**src/rtl/ps2_host_tx.sv**
```systemverilog
// ps2_host_tx
// Host-to-device transmitter for the PS/2 link. Sends one command byte
// (for example 0xF4, 0xED, 0xFF) to a keyboard or mouse and checks the
// device's acknowledge bit.
//
// Ports:
//   clk          system clock
//   rst          synchronous reset, active-high
//   ps2clk_ext   PS/2 clock pin as sensed (asynchronous)
//   ps2data_ext  PS/2 data pin as sensed (asynchronous)
//   data[7:0]    byte to send, captured on the cycle send=1
//   send         one-cycle start strobe, ignored while busy
//   ps2clk_low   1 = pull the clock pin low (open-drain enable)
//   ps2data_low  1 = pull the data pin low (open-drain enable)
//   busy         transfer in progress; the receiver ignores the lines
//   done         one-cycle pulse: transfer ended with acknowledge
//   error        one-cycle pulse: transfer ended by timeout or no acknowledge
module ps2_host_tx #(
    parameter int INHIBIT_CYCLES = 3000,
    parameter int START_CYCLES   = 16,
    parameter int TIMEOUT_CYCLES = 560000,
    parameter int FILTER_LEN     = 8
) (
    input  logic       clk,
    input  logic       rst,
    input  logic       ps2clk_ext,
    input  logic       ps2data_ext,
    input  logic [7:0] data,
    input  logic       send,
    output logic       ps2clk_low,
    output logic       ps2data_low,
    output logic       busy,
    output logic       done,
    output logic       error
);

    // One shared cycle counter serves the inhibit, start and timeout phases.
    localparam int CNT_MAX = (TIMEOUT_CYCLES > INHIBIT_CYCLES)
                           ? ((TIMEOUT_CYCLES > START_CYCLES) ? TIMEOUT_CYCLES : START_CYCLES)
                           : ((INHIBIT_CYCLES > START_CYCLES) ? INHIBIT_CYCLES : START_CYCLES);
    localparam int CNT_W  = $clog2(CNT_MAX + 1);
    localparam int FILT_W = $clog2(FILTER_LEN + 1);

    localparam logic [CNT_W-1:0]  INH_LAST   = CNT_W'(INHIBIT_CYCLES - 1);
    localparam logic [CNT_W-1:0]  START_LAST = CNT_W'(START_CYCLES - 1);
    localparam logic [CNT_W-1:0]  TO_LAST    = CNT_W'(TIMEOUT_CYCLES - 1);
    localparam logic [FILT_W-1:0] FILT_LAST  = FILT_W'(FILTER_LEN - 1);

    localparam logic [2:0] S_IDLE     = 3'd0;
    localparam logic [2:0] S_INHIBIT  = 3'd1;
    localparam logic [2:0] S_START    = 3'd2;
    localparam logic [2:0] S_XFER     = 3'd3;
    localparam logic [2:0] S_WAITIDLE = 3'd4;

    logic [2:0]        state_q, state_d;
    logic [CNT_W-1:0]  cnt_q, cnt_d;
    logic [3:0]        bit_q, bit_d;
    logic [7:0]        data_q, data_d;
    logic              parity_q, parity_d;
    logic              ack_q, ack_d;
    logic              clk_low_q, clk_low_d;
    logic              dat_low_q, dat_low_d;
    logic              busy_q, busy_d;
    logic              done_q, done_d;
    logic              error_q, error_d;
    logic              clk_m_q, clk_s_q, dat_m_q, dat_s_q;
    logic              filt_q, filt_d;
    logic [FILT_W-1:0] filt_cnt_q, filt_cnt_d;
    logic              fall;
    logic              leave_start;
    logic [3:0]        nbit;

    assign leave_start = (state_q == S_START) && (cnt_q == START_LAST);

    // Clock-line stability filter. The filtered level only flips after
    // FILTER_LEN consecutive synchronized samples disagree with it. When the
    // host releases the clock at the end of START the level is forced high,
    // so the host's own low drive never shows up as a device clock edge.
    always_comb begin
        filt_d     = filt_q;
        filt_cnt_d = filt_cnt_q;
        if (clk_s_q == filt_q) begin
            filt_cnt_d = '0;
        end else if (filt_cnt_q == FILT_LAST) begin
            filt_d     = clk_s_q;
            filt_cnt_d = '0;
        end else begin
            filt_cnt_d = filt_cnt_q + 1'b1;
        end
        fall = filt_q & ~filt_d;
        if (leave_start) begin
            filt_d     = 1'b1;
            filt_cnt_d = '0;
        end
    end

    // Transfer sequencer: inhibit, start bit, eleven device clocks, then wait
    // for the bus to go idle before reporting the acknowledge result.
    always_comb begin
        state_d   = state_q;
        cnt_d     = cnt_q;
        bit_d     = bit_q;
        data_d    = data_q;
        parity_d  = parity_q;
        ack_d     = ack_q;
        clk_low_d = clk_low_q;
        dat_low_d = dat_low_q;
        busy_d    = busy_q;
        done_d    = 1'b0;
        error_d   = 1'b0;
        nbit      = bit_q + 4'd1;

        case (state_q)
            S_IDLE: begin
                if (send) begin
                    data_d    = data;
                    parity_d  = ~^data;
                    bit_d     = 4'd0;
                    cnt_d     = '0;
                    busy_d    = 1'b1;
                    clk_low_d = 1'b1;
                    dat_low_d = 1'b0;
                    state_d   = S_INHIBIT;
                end
            end
            S_INHIBIT: begin
                if (cnt_q == INH_LAST) begin
                    cnt_d     = '0;
                    dat_low_d = 1'b1;
                    state_d   = S_START;
                end else begin
                    cnt_d = cnt_q + 1'b1;
                end
            end
            S_START: begin
                if (leave_start) begin
                    cnt_d     = '0;
                    clk_low_d = 1'b0;
                    state_d   = S_XFER;
                end else begin
                    cnt_d = cnt_q + 1'b1;
                end
            end
            S_XFER, S_WAITIDLE: begin
                // A timeout overrides any clock edge seen in the same cycle.
                if (cnt_q == TO_LAST) begin
                    cnt_d     = '0;
                    clk_low_d = 1'b0;
                    dat_low_d = 1'b0;
                    busy_d    = 1'b0;
                    error_d   = 1'b1;
                    state_d   = S_IDLE;
                end else begin
                    cnt_d = cnt_q + 1'b1;
                    if (state_q == S_XFER) begin
                        if (fall) begin
                            bit_d = nbit;
                            case (nbit)
                                4'd9:    dat_low_d = ~parity_q;
                                4'd10:   dat_low_d = 1'b0;
                                4'd11: begin
                                    ack_d   = ~dat_s_q;
                                    state_d = S_WAITIDLE;
                                end
                                default: dat_low_d = ~data_q[3'(nbit - 4'd1)];
                            endcase
                        end
                    end else if (filt_q && dat_s_q) begin
                        cnt_d   = '0;
                        busy_d  = 1'b0;
                        done_d  = ack_q;
                        error_d = ~ack_q;
                        state_d = S_IDLE;
                    end
                end
            end
            default: state_d = S_IDLE;
        endcase
    end

    // State registers; the pins reset to their released (high) level.
    always_ff @(posedge clk) begin
        if (rst) begin
            state_q    <= S_IDLE;
            cnt_q      <= '0;
            bit_q      <= 4'd0;
            data_q     <= 8'd0;
            parity_q   <= 1'b0;
            ack_q      <= 1'b0;
            clk_low_q  <= 1'b0;
            dat_low_q  <= 1'b0;
            busy_q     <= 1'b0;
            done_q     <= 1'b0;
            error_q    <= 1'b0;
            clk_m_q    <= 1'b1;
            clk_s_q    <= 1'b1;
            dat_m_q    <= 1'b1;
            dat_s_q    <= 1'b1;
            filt_q     <= 1'b1;
            filt_cnt_q <= '0;
        end else begin
            state_q    <= state_d;
            cnt_q      <= cnt_d;
            bit_q      <= bit_d;
            data_q     <= data_d;
            parity_q   <= parity_d;
            ack_q      <= ack_d;
            clk_low_q  <= clk_low_d;
            dat_low_q  <= dat_low_d;
            busy_q     <= busy_d;
            done_q     <= done_d;
            error_q    <= error_d;
            clk_m_q    <= ps2clk_ext;
            clk_s_q    <= clk_m_q;
            dat_m_q    <= ps2data_ext;
            dat_s_q    <= dat_m_q;
            filt_q     <= filt_d;
            filt_cnt_q <= filt_cnt_d;
        end
    end

    assign ps2clk_low  = clk_low_q;
    assign ps2data_low = dat_low_q;
    assign busy        = busy_q;
    assign done        = done_q;
    assign error       = error_q;

endmodule

```
**config.mk**
```make
export PLATFORM = sky130hd
export DESIGN_NAME = ps2_host_tx
export DESIGN_NICKNAME = d
export VERILOG_FILES = /design/src/rtl/ps2_host_tx.sv
export SDC_FILE = /design/constraint.sdc
export NUM_CORES = 1
export LEC_CHECK = 0
export ABC_CLOCK_PERIOD_IN_PS = 2450
export CAP_MARGIN = 10
export CORE_MARGIN = 3
export CORE_UTILIZATION = 57
export DETAILED_ROUTE_END_ITERATION = 8
export DONT_BUFFER_PORTS = 1
export PLACE_DENSITY = 0.75
export SLEW_MARGIN = 30
export SYNTH_ARGS = -nofsm -noshare
export SYNTH_HDL_FRONTEND = slang
export SYNTH_SLANG_ARGS = --single-unit
```
**constraint.sdc**
```tcl
create_clock -name clk -period 2.45 [get_ports clk]
set_input_delay 0.3675 -clock clk [delete_from_list [all_inputs] [get_ports clk]]
set_output_delay 0.3675 -clock clk [all_outputs]
set_load 0.005 [all_outputs]
```
# Word-level counts from Yosys, hierarchy flattened
# Index checks and enable logic that the tools add are counted.
# classes
addsub	4
magnitude_cmp	1
eq_ne	27
mux	43
n_bitwise	9
n_reduce_logical	21
# op_table
cell	n
2-to-1 mux 20 bit	6
one-hot mux 20 bit (4 select lines)	1
2-to-1 mux 3 bit	8
adder 20 x 1 -> 20 bit, second input constant	1
equality test 20 x 12 -> 1 bit, second input constant	1
equality test 20 bit, second input constant	1
equality test 20 x 4 -> 1 bit, second input constant	1
2-to-1 mux 1 bit	17
2-to-1 mux 4 bit	4
inequality test 3 bit, second input constant	5
inequality test 2 bit, second input constant	7
equality test 4 bit, second input constant	3
one-hot mux 3 bit (4 select lines)	1
AND reduction 6 bit	2
AND reduction 5 bit	2
one-hot mux 1 bit (3 select lines)	3
adder 4 x 1 -> 4 bit, second input constant	2
inequality test 4 bit, second input constant	2
inverter 1 bit	8
one-hot mux 4 bit (2 select lines)	1
AND reduction 4 bit	2
XNOR reduction 8 bit	1
equality test 3 x 2 -> 1 bit, second input constant	2
nonzero test 3 bit	2
18 further kinds	22
# totals
reg_bits	51

# Depth between registers and ports, before layout
# logic_depth
word_depth	10
ltp_mapped	8

# Worst setup path before layout
# No wires, ideal clock.
# synth_timing
kind	register to register
startpoint	register cnt_q[14]
endpoint	register state_q[0]
setup_time_ns	0.123
arrival_ns	2.325
required_time_ns	2.327
path_slack_ns	0.001
path_stages_with_launch	7
n_path_buf	0
period_less_slack_ns	2.449
cell_sequence	dfxtp_1 > or4_4 > or3_4 > o31ai_4 > o2111a_1 > a21boi_2 > mux2_1
# synth_via
elab_chain_cells	4
word_cells_on_any_way	12
cone_classes	eq/ne (8); mux (2); reduce/logical (2)
# synth_rtl
element	line	rtl
from (decl)	56	logic [CNT_W-1:0] cnt_q, cnt_d;
from (signal assigned)	203	cnt_q <= cnt_d;
equality test 20 x 4 -> 1 bit	73	assign leave_start = (state_q == S_START) && (cnt_q == START_LAST);
logical AND 1 bit	73	
inequality test 2 bit (no line)	--	
AND reduction 6 bit (no line)	--	
to (signal assigned)	202	state_q <= state_d;
to (decl)	55	logic [2:0] state_q, state_d;
# Several ways; a longest one is shown, not always the timed one.
# A chain may end at the register's enable or synchronous reset.

# Worst setup path after layout
# Ends and elaborated chain as after synthesis.

==> results.json <==
{
  "leakage_power_figure_uw": 0.001148,
  "place.detailed.hpwl_microns": 4253,
  "worstReg2RegStart": "cnt_q[14]",
  "vdd.ir_drop.worst_uv": 455.4,
  "setup_viol": 0,
  "finalCriticalPeriod_ns": 2.402,
  "coreArea_sq_um": 4444,
  "antenna_found_initial": 0,
  "clk_pin_slew_worst_paths_ns": 0.10,
  "wirelength_microns": 5796,
  "h-tree-depth": 2,
  "p_per_area_nw_per_um2": 792.1,
  "detail_route.iter0.violations": 225,
  "sw_frac_of_total_pct": 33.83,
  "ant_diodes": 0,
  "p_seq_share_pct": 42.1,
  "synth_top_area_share_pct": 38.18,
  "power.net_switching_uw": 802.3,
  "grt_max_degree": 35,
  "met2_length_microns": 2784,
  "design_area_final_sq_um": 2994,
  "grt_pass1_wl_microns": 9908,
  "globalRouteTotalUtil_pct": 22.89,
  "required_arrival_time_at_the_worst_endpoint_ns": 2.66,
  "initial_utilization_pct": 60.16,
  "wl_met3_microns": 367,
  "finClkSkew_ns": 0.009256,
  "syn-num-nets": 332,
  "syn-mean-instance-area_sq_um": 8.570,
  "mostFrequentLayoutCells": "dfxtp_1, nand2_1, nor2_1",
  "die_width_microns": 74.49,
  "slew_viol_final": 0,
  "cts_hold_buf": 0,
  "cp-startpoint": "cnt_q[14]",
  "clock_power_share_pct": 25.1,
  "drc": 0,
  "worst-r2r-cell-count": 6,
  "clock-sinks": 51,
  "grt-ovfl-total": 0,
  "crit-reg2reg-capture": "state_q[0]",
  "dpl-instance-area_sq_um": 2836,
  "port-buffer-count": 0,
  "worst_hold_path_type": "in -> reg",
  "post_synth_main_area_contributors": "dfxtp_1, nand2_1, a21oi_1",
  "crit_path_max_fanout": 3,
  "routedWlPerCell_microns": 15.17,
  "critical_path_arrival_ns": 2.61,
  "comb_power_share_pct": 32.8,
  "crit_type": "reg -> reg",
  "final_hold_viol_count": 0,
  "critPathLaunchType": "flip-flop",
  "worst_hold_path.num_cells": 1,
  "endpoint_of_the_worst_hold_path": "state_q[1]",
  "run_status": "finished clean",
  "first_global_vias": 2157,
  "synthDominantAreaCellType": "dfxtp_1",
  "netlist_area_sq_um": 2674,
  "fill_cells": 367,
  "wl_met1_microns": 2556,
  "design_power_total_uw": 2372,
  "synth-edff-count": 0,
  "clk_latency_ns": 0.31,
  "ctsLongestPathBuffers": 2,
  "io-pin-count": 18,
  "route.antenna.remaining_nets": 0,
  "timing.fmax_mhz": 416.4,
  "async_flop_share_pct": 0,
  "globalplace.congestion": 0.9092,
  "drv.max_cap_violation_count": 0,
  "layout_worst_path_cycle_share_pct": 98.03,
  "cts_root_buffer": "clkbuf_8",
  "synth_cell_types": 55,
  "post_synthesis_cells": 312,
  "finish.net_count": 349,
  "layout_commonest_cell": "dfxtp_1",
  "yosysWarnings": 0,
  "number_of_buffers_added_by_the_clock_tree_synthesis_step": 5,
  "post_drt_via_cell_ratio": 6.076,
  "syn_to_layout_area_delta_pct": 11.98,
  "synth.yosys.seq_area_share_pct": 38.18,
  "tritoncts": "built",
  "worst_setup_path_end_kind": "flip-flop",
  "total_die_area_sq_um": 5549,
  "primary_ff_master_synth": "dfxtp_1",
  "power_report.internal_total_uw": 1569,
  "vias": 2321,
  "hold_startpoint": "rst",
  "final_layout_size_suffix_gt1_share_pct": 14.55,
  "yosys_register_bits": 51,
  "dr.max_layer_used": "met4",
  "die-height_microns": 74.49,
  "std_cell_rows": 24,
  "drt_pass1_iterations": 4,
  "reg_to_reg_setup_timing_slack_ns": 0.05,
  "worst_slew_margin_pct": 71.21,
  "worstMarginPinSlew_ns": 0.4209
}
timing repair:
item / CTS / global route
endpoints found under the setup margin: 1 / 14
buffers inserted: 1 / 1
gates resized for setup: 1 / 3
pin swaps: 1 / 3
stage by stage:
step,TNS (ns),setup slack (ns),util [%],std cells,hold slack (ns)
after floorplan,0,0.001160,-,312,0.3895
after global placement,0,0.03829,63.82,372,0.3927
after detailed placement,-0.01543,-0.01543,63.82,372,0.4021
after CTS,0,0.003146,66.67,381,0.1097
after global routing,-0.002476,-0.002476,67.37,382,0.09726
final,0,0.04827,67.37,382,0.1181
synth_stat cells (6+ instances only):
| master | n |
|---|---|
| dfxtp_1 | 51 |
| nand2_1 | 39 |
| nor2_1 | 32 |
| a21oi_1 | 26 |
| xnor2_1 | 13 |
| nand3_1 | 11 |
| xor2_1 | 11 |
| clkbuf_1 | 10 |
| nor3_1 | 9 |
| and3_1 | 7 |
| ha_1 | 7 |
| mux2i_1 | 6 |
| nand4_1 | 6 |
| o21ai_0 | 6 |
power by group through the flow:
stage / clock network, uW / logic (uW) / registers (uW)
2_1_floorplan: 0 / 529 / 963
4_1_cts: 614 / 711 / 995
6_report: 595 / 777 / 999
5_1_grt: 652 / 859 / 1010
3_3_place_gp: 0 / 672 / 1010
3_5_place_dp: 0 / 688 / 1010
area by class of cell:
type	instances	area, sq um	share of cell area (%)
Inverter	5	18.77	0.6268
Multi-Input combinational cell	245	1617	53.99
Clock buffer	5	68.82	2.298
Tap cell	52	65.06	2.173
Clock inverter	3	46.29	1.546
Timing Repair Buffer	21	157.7	5.265
Sequential cell	51	1021	34.10
worst max-delay path: stages (launching register included):
cell	delay (ns)
dfxtp_1	0.32
or4_4	0.54
or3_4	0.38
o31ai_4	0.27
o2111a_1	0.25
a21boi_4	0.20
mux2_1	0.34
registers in the layout, summed over array words and instances (netlist names):
register and flops:
parity_q 1, clk_m_q 1, clk_s_q 1, ps2clk_low 1
filt_q 1, error 1, dat_s_q 1, dat_m_q 1
done 1, ps2data_low 1, filt_cnt_q 4, state_q 3
ack_q 1, busy 1, data_q 8, bit_q 4
cnt_q 20
worst max-delay path by stage:
stage / endpoint / cells after the start
2_1_floorplan: state_q[0] / 6
3_3_place_gp: state_q[0] / 6
3_5_place_dp: state_q[0] / 6
4_1_cts: state_q[0] / 6
5_1_grt: state_q[0] / 6
6_report: state_q[0] / 6
per-layer routing:
metal	GRT usage [%]	vias to the layer above
li1	-	1152
met1	29.22	1093
met2	37.76	67
met3	4.730	9
met4	9.091	0
met5	0	-
kinds of logic (layout without fill, tap and decap cells):
kind of cell               after synthesis  after routing  share of synthesized area, %
AOI/OAI and AO/OA                       59             59                         15.11
xor gates and xnor gates                24             24                         7.861
adders and majority gates                7              7                         3.275
buffers and inverters                   16             34                         2.387
DFF                                     51             51                         38.18
muxes                                    9              9                         4.352
and+or+nand+nor                        146            146                         28.82
Note: power is estimated with default switching activity, not from simulation.
